<file path="src/rtl/elastic_pipe_regs.sv">
// elastic_pipe_regs
// A chain of DEPTH payload registers with per-stage valid bits and a
// valid/ready handshake at both ends. Stage 0 is the youngest (input side),
// stage DEPTH-1 the oldest (output side). Entries either advance elastically
// (an entry moves whenever the stage ahead is free) or in lockstep (one
// global enable shifts the whole chain). A partial flush kills every entry
// younger than flush_idx, e.g. on a taken branch resolved further down.
module elastic_pipe_regs #(
    parameter int WIDTH = 64,
    parameter int DEPTH = 4,
    parameter bit BUBBLE_COLLAPSE = 1'b1,
    localparam int IDXW = $clog2(DEPTH + 1)
) (
    input  logic                    clk,
    input  logic                    rst_n,
    input  logic                    in_valid,
    output logic                    in_ready,
    input  logic [WIDTH-1:0]        in_data,
    output logic                    out_valid,
    input  logic                    out_ready,
    output logic [WIDTH-1:0]        out_data,
    input  logic                    flush,
    input  logic [IDXW-1:0]         flush_idx,
    output logic [DEPTH-1:0]        stage_valid,
    output logic [DEPTH*WIDTH-1:0]  stage_data,
    output logic [IDXW-1:0]         count
);

    // Number of set bits in a stage-valid vector.
    function automatic logic [IDXW-1:0] popcount(input logic [DEPTH-1:0] v);
        logic [IDXW-1:0] n;
        n = '0;
        for (int i = 0; i < DEPTH; i++) begin
            n = n + IDXW'(v[i]);
        end
        return n;
    endfunction

    logic [DEPTH-1:0] valid_r;
    logic [WIDTH-1:0] data_r [DEPTH];
    logic [IDXW-1:0]  count_r;

    logic [DEPTH-1:0] kill_s;
    logic [DEPTH-1:0] ev_s;
    logic [DEPTH-1:0] adv_s;
    logic             lock_en_s;
    logic             in_ready_s;
    logic [DEPTH-1:0] valid_nxt_s;
    logic [WIDTH-1:0] data_nxt_s [DEPTH];

    // Stages younger than flush_idx are killed; an index past DEPTH kills all.
    always_comb begin
        kill_s = '0;
        for (int i = 0; i < DEPTH; i++) begin
            if (flush && (int'(flush_idx) > i)) begin
                kill_s[i] = 1'b1;
            end else begin
                kill_s[i] = 1'b0;
            end
        end
    end

    assign ev_s = valid_r & ~kill_s;

    // Ready chain from output to input: a stage advances when the one ahead
    // is empty or itself advancing. Built with a running scalar so the chain
    // never reads back its own vector.
    always_comb begin
        logic a;
        adv_s          = '0;
        a              = out_ready | ~ev_s[DEPTH-1];
        adv_s[DEPTH-1] = a;
        for (int i = DEPTH - 2; i >= 0; i--) begin
            a        = ~ev_s[i+1] | a;
            adv_s[i] = a;
        end
    end

    assign lock_en_s = out_ready | ~ev_s[DEPTH-1];

    // Next-state valid bits and payloads for either advance mode. Killed
    // entries never move and simply drop out at the edge.
    always_comb begin
        valid_nxt_s = '0;
        in_ready_s  = 1'b0;
        for (int i = 0; i < DEPTH; i++) begin
            data_nxt_s[i] = data_r[i];
        end
        if (BUBBLE_COLLAPSE) begin
            in_ready_s = (~ev_s[0] | adv_s[0]) & ~flush;
            if (in_valid && in_ready_s) begin
                valid_nxt_s[0] = 1'b1;
                data_nxt_s[0]  = in_data;
            end else if (adv_s[0]) begin
                valid_nxt_s[0] = 1'b0;
            end else begin
                valid_nxt_s[0] = ev_s[0];
            end
            for (int i = 1; i < DEPTH; i++) begin
                if (adv_s[i-1] && ev_s[i-1]) begin
                    valid_nxt_s[i] = 1'b1;
                    data_nxt_s[i]  = data_r[i-1];
                end else if (adv_s[i]) begin
                    valid_nxt_s[i] = 1'b0;
                end else begin
                    valid_nxt_s[i] = ev_s[i];
                end
            end
        end else begin
            in_ready_s = lock_en_s & ~flush;
            if (lock_en_s) begin
                valid_nxt_s[0] = in_valid & ~flush;
                data_nxt_s[0]  = in_data;
                for (int i = 1; i < DEPTH; i++) begin
                    valid_nxt_s[i] = ev_s[i-1];
                    data_nxt_s[i]  = data_r[i-1];
                end
            end else begin
                valid_nxt_s = ev_s;
            end
        end
    end

    // Stage registers; count is kept registered alongside the valid bits.
    always_ff @(posedge clk or negedge rst_n) begin
        if (!rst_n) begin
            valid_r <= '0;
            count_r <= '0;
            for (int i = 0; i < DEPTH; i++) begin
                data_r[i] <= '0;
            end
        end else begin
            valid_r <= valid_nxt_s;
            count_r <= popcount(valid_nxt_s);
            for (int i = 0; i < DEPTH; i++) begin
                data_r[i] <= data_nxt_s[i];
            end
        end
    end

    // Flatten the stage payloads onto the tap bus.
    always_comb begin
        stage_data = '0;
        for (int i = 0; i < DEPTH; i++) begin
            stage_data[i*WIDTH +: WIDTH] = data_r[i];
        end
    end

    assign in_ready    = in_ready_s;
    assign out_valid   = valid_r[DEPTH-1];
    assign out_data    = data_r[DEPTH-1];
    assign stage_valid = valid_r;
    assign count       = count_r;

endmodule

</file>
<file path="config.mk">
export PLATFORM = sky130hd
export DESIGN_NAME = elastic_pipe_regs
export DESIGN_NICKNAME = d
export VERILOG_FILES = /design/src/rtl/elastic_pipe_regs.sv
export SDC_FILE = /design/constraint.sdc
export NUM_CORES = 1
export LEC_CHECK = 0
export CAP_MARGIN = 10
export CORE_AREA = 2 2 156 158
export CTS_BUF_LIST = sky130_fd_sc_hd__clkbuf_4
export DETAILED_ROUTE_END_ITERATION = 6
export DIE_AREA = 0 0 158 160
export GPL_TIMING_DRIVEN = 0
export HOLD_SLACK_MARGIN = 0.05
export PLACE_DENSITY = 0.82
export SYNTH_ARGS = -nofsm -noshare
export SYNTH_HDL_FRONTEND = slang
export SYNTH_SLANG_ARGS = --single-unit
</file>
<file path="constraint.sdc">
create_clock -name clk -period 3.4 [get_ports clk]
set_input_delay 0.34 -clock clk [delete_from_list [all_inputs] [get_ports clk]]
set_output_delay 0.34 -clock clk [all_outputs]
set_load 0.005 [all_outputs]
</file>
* Yosys cells after proc, flatten, opt, wreduce, memory -nomap -nowiden
Cells that the tools add are included.
** Storage, ports and cells
- Register bits :: 263
- Input port bits :: 72
- Output and inout port bits :: 329
- Word-level logic and storage cells :: 46
** Operators by class
- Add/subtract/negate cells :: 3
- Order comparisons :: 4
- Muxes and demuxes :: 12
- Bitwise gates (word level) :: 13
- Reduce and logical (&&, ||, !) cells :: 8
** Operators by type and width (count)
- 2-to-1 mux 1 bit :: 12
- logical AND 1 bit :: 8
- > comparator 3 x 1 -> 1 bit, second input constant :: 2
- > comparator 3 x 2 -> 1 bit, second input constant :: 2
- inverter 1 bit :: 5
- bitwise OR 1 bit :: 5
- bitwise AND 4 bit :: 1
- inverter 4 bit :: 1
- adder 2 x 1 -> 3 bit :: 1
- adder 3 x 1 -> 3 bit :: 1
- adder 1 x 1 -> 2 bit :: 1
- bitwise AND 1 bit :: 1

* Depth between registers and ports, before layout
- Depth after elaboration :: 17
- Gate-level depth with buffers :: 6
- Mapped depth without buffers :: 6

* Least setup slack after synthesis
Ideal clock, no wire load.
- Path kind :: input to register
- Start :: input port flush_idx[2]
- End :: register count_r[1], in the netlist count[1]
- Library setup time :: 126 ps
- Data arrival time :: 1805 ps
- Slack :: 1469 ps
- Cell stages on the path :: 6
- Buffers on the path :: 0
- Cell sequence :: o31ai_1 -> nand2_1 -> o22ai_1 -> fa_1 -> ha_1 -> ha_1
** On the way
- Cells in the longest elaborated chain, start to end :: 17
- Elaborated cells on any way between the ends :: 39
- Classes of those cells :: add/sub (3); order compare (4); mux (12); bitwise (12); reduce/logical (8)
** RTL lines
- start, declared :: line 23 : input logic [IDXW-1:0] flush_idx,
- > comparator 3 x 2 -> 1 bit :: line 55 : if (flush && (int'(flush_idx) > i)) begin
- logical AND 1 bit :: line 55
- 2-to-1 mux 1 bit :: line 55
- inverter 4 bit (*) :: line 63 : assign ev_s = valid_r & ~kill_s;
- bitwise AND 4 bit (*) :: line 63
- inverter 1 bit
- bitwise OR 1 bit
- bitwise OR 1 bit (3 in series) :: line 74 : a = ~ev_s[i+1] | a;
- bitwise OR 1 bit :: line 90 : in_ready_s = (~ev_s[0] | adv_s[0]) & ~flush;
- bitwise AND 1 bit :: line 90
- logical AND 1 bit :: line 91 : if (in_valid && in_ready_s) begin
- 2-to-1 mux 1 bit (*) :: line 91
- net valid_nxt_s[0] :: line 48 : logic [DEPTH-1:0] valid_nxt_s;
- adder 1 x 1 -> 2 bit (*) :: line 34 : n = n + IDXW'(v[i]);
- adder 2 x 1 -> 3 bit (*) :: line 34
- adder 3 x 1 -> 3 bit (*) :: line 34
- end signal, assigned :: line 134 : count_r <= popcount(valid_nxt_s);
- end, declared :: line 41 : logic [IDXW-1:0] count_r;
Mark *: on every way through the listed nets, which the timed path passes. The rest lies on a longest branch.
A chain may end at the register's enable or synchronous reset.

* Worst setup path after layout
- Start :: register valid_r[3], in the netlist stage_valid[3]
- End :: output port in_ready
** On the way
- Cells in the longest elaborated chain, start to end :: 8
** RTL lines
- start, declared :: line 39 : logic [DEPTH-1:0] valid_r;
- start signal, assigned :: line 133 : valid_r <= valid_nxt_s;
- bitwise AND 4 bit (*) :: line 63
- inverter 1 bit (*)
- bitwise OR 1 bit
- bitwise OR 1 bit (*) (3 in series) :: line 74
- bitwise OR 1 bit (*) :: line 90
- bitwise AND 1 bit (*) :: line 90
- end, declared :: line 17 : output logic in_ready,
Mark *: on every way between the ends. The rest lies on a longest branch, timed or not.

==> impl_metrics.py <==
metrics = {
    "detailed_routing": {
        "wl_per_cell_um": 19.18,
        "dr_wl_met2_um": 15090,
        "ant_nets": 0,
        "wl_met3_um": 1610,
        "drtPass1Iterations": 4,
        "drcViolationCount": 0,
        "wirelength_um": 28500,
        "viasPerCell": 4.716,
        "routed.top_layer": "met4",
        "wl_met1_um": 10960,
        "drt_iter0_drc": 279,
        "vias": 7008,
    },
    "cells_and_area": {
        "multi_input_area_um2": 3302,
        "utilization_pct": 67.58,
        "area_growth_pct": 50.04,
        "fillCellCount": 1746,
        "drive_above_1_share_pct": 40.81,
        "regArea_um2": 6581,
        "layout.nets": 1187,
    },
    "synthesis": {
        "synth_most_common_cell": "dfrtp_1",
        "yosys_warnings": 0,
        "yosysTopAreaCell": "dfrtp_1",
        "async_reset_ff_share_pct": 100.0,
        "synth_edf_count": 0,
        "synth_nets": 709,
        "synth_common_cells": "dfrtp_1 (263), mux2_2 (196), buf_4 (68)",
        "synth_top_area_share_pct": 61.34,
        "synth_seq_area_share_pct": 61.34,
        "synth_seq_cells": 263,
        "syn_area_per_cell_um2": 16.92,
        "synth_area_um2": 10730,
        "synthTopCellsByArea": "dfrtp_1 (61%), mux2_2 (21%), mux2_4 (8.4%), buf_4 (4.8%), buf_6 (1.8%)",
        "syn_inst": 634,
        "synth_flop_cell": "dfrtp_1",
        "ys_types": 23,
    },
    "power": {
        "p_leak_nw": 7.174,
        "irDropWorstVdd_mv": 0.4847,
        "power_density_nw_per_um2": 807.3,
        "power_mw": 13.00,
    },
    "clocking": {
        "cts_max_level": 3,
        "clock_latency_ps": 670,
        "cts_buffer_depth": 3,
        "cts_tree": "built",
        "cts_setup_buffers": 0,
        "cts_buffers": 73,
        "cts_root_buf": "clkbuf_4",
        "clock-sinks": 263,
        "clkTransAtPathRegs_ps": 70,
    },
    "setup_path": {
        "cp-end-kind": "output pin",
        "worstPathMaxFanout": 6,
        "startpoint_type": "register",
        "rr_startpoint": "stage_valid[3]",
        "reg2reg_depth": 6,
        "worstSetupPathType": "reg -> out",
        "arrival_ps": 2070,
        "timing.rr.end": "count[1]",
        "r2r_slack_ps": 1350,
        "critPathRequiredTime_ps": 3060,
    },
    "worst_hold_path": {
        "min_path_type": "in -> async",
    },
    "grt": {
        "grt_pass1_wl_um": 43570,
        "antenna_found_initial": 3,
        "grt_max_degree": 115,
        "grt_pass1_vias": 7519,
        "grt-ovfl-total": 0,
        "grt.total_usage_pct": 22.81,
    },
    "timing": {
        "finalMaxSlewViolations": 0,
        "worst_pin_slew_ps": 649.0,
        "fmax_mhz": 414.3,
        "slew-limit-headroom_pct": 56.73,
        "hold_viol": 0,
        "setup_viol": 0,
        "rsz0062_at_grt": "no",
        "fin_worst_skew_ps": 52.31,
        "post-route-min-period_ps": 2414,
        "fin_crit_sh_pct": 71.00,
    },
    "die": {
        "die_w_um": 158,
        "die_h_um": 160,
        "core_um2": 23820,
        "fp.dieArea_um2": 25280,
        "start_util_pct": 45.04,
        "ioPinCount": 401,
        "rows": 57,
    },
    "placement": {
        "hpwl_um": 20990,
        "io_buffers": 400,
        "gp_congestion": 0.8056,
    },
    "outcome": {
        "status": "finished, final reports clean",
    },
    "flow_run": {
        "cap_violations": 0,
    },
}
==> stage by stage <==
step / hold WS [ps] / TNS [ps] / area (um^2) / setup WS [ps] / instances
after floorplan: 44.41 / 0 / 10730 / 1469 / 634
after global placement: 504.5 / -2416660 / 15140 / -9216 / 1358
after detailed placement: 382.3 / 0 / 15200 / 725.0 / 1360
after CTS: 207.9 / 0 / 16090 / 901.8 / 1483
after global routing: 220.8 / 0 / 16100 / 820.0 / 1486
final: 246.9 / 0 / 16100 / 986.0 / 1486
==> worst max-delay path: stages (launching register included) <==
cell and delay (ps):
dfrtp_1 400, and2b_2 250, nand4_1 120, nor2b_1 130, clkdlybuf4s50_1 520
==> layout by cell type, fill, tap and decap left out, types with 2 or more instances in the layout <==
master             n
clkbuf_4         108
mux2_2           196
buf_6             17
buf_12             7
inv_2              3
diode_2            3
buf_16             2
ha_1               2
mux2_4            60
nand3b_1           2
nand2_1            5
clkdlybuf4s50_1  399
clkinv_1           6
clkinv_4           2
buf_4             68
dfrtp_1          263
clkinvlp_4         2
==> power breakdown <==
group,switching (mW),internal (mW)
combinational,1.36,3.79
clock,1.27,1.45
sequential,0.924,4.20
==> cell families (layout without fill, tap and decap cells) <==
| group | Yosys count | after routing | share of synthesized area (%) |
|---|---|---|---|
| flops | 263 | 263 | 61.34 |
| compound gates | 6 | 6 | 0.5366 |
| other cells | 0 | 3 | 0 |
| buf+inv | 93 | 618 | 7.883 |
| mux | 256 | 256 | 28.97 |
| simple gates | 13 | 13 | 0.8513 |
| fa+ha+maj | 3 | 3 | 0.4198 |
==> per-layer routing <==
layer	up-vias	global-route usage [%]
met5	-	0
met2	252	39.05
met4	0	10.16
met1	3535	27.14
li1	3162	-
met3	59	5.563
==> worst max-delay path by stage <==
stage / from / to / slack (ps) / cells after the start
floorplan: flush_idx[2] / count[1] / 1470 / 6
global placement: rst_n / out_data[26] / -9220 / 1
detailed placement: flush_idx[2] / count[1] / 730 / 7
finish: stage_valid[3] / in_ready / 990 / 4
global route: stage_valid[3] / in_ready / 820 / 4
CTS: stage_valid[3] / in_ready / 900 / 4
==> what timing repair did <==
action,in CTS,in global routing
hold buffers,1,0
gates resized for setup,0,0
endpoints found under the hold margin,78,0
==> state kept, by name (all words and copies together), names as in the netlist <==
register,cells
count,3
stage_valid,4
stage_data,192
out_data,64
==> layout make-up <==
type / count / area share (%)
Buffer: 92 / 5.231
Timing Repair Buffer: 403 / 25.31
Inverter: 1 / 0.02332
Clock buffer: 108 / 5.037
Multi-Input combinational cell: 278 / 20.51
Sequential cell: 263 / 40.88
Antenna cell: 3 / 0.04663
Clock inverter: 14 / 0.4430
Tap cell: 324 / 2.518
No activity file was read; power rests on OpenSTA's default activity.
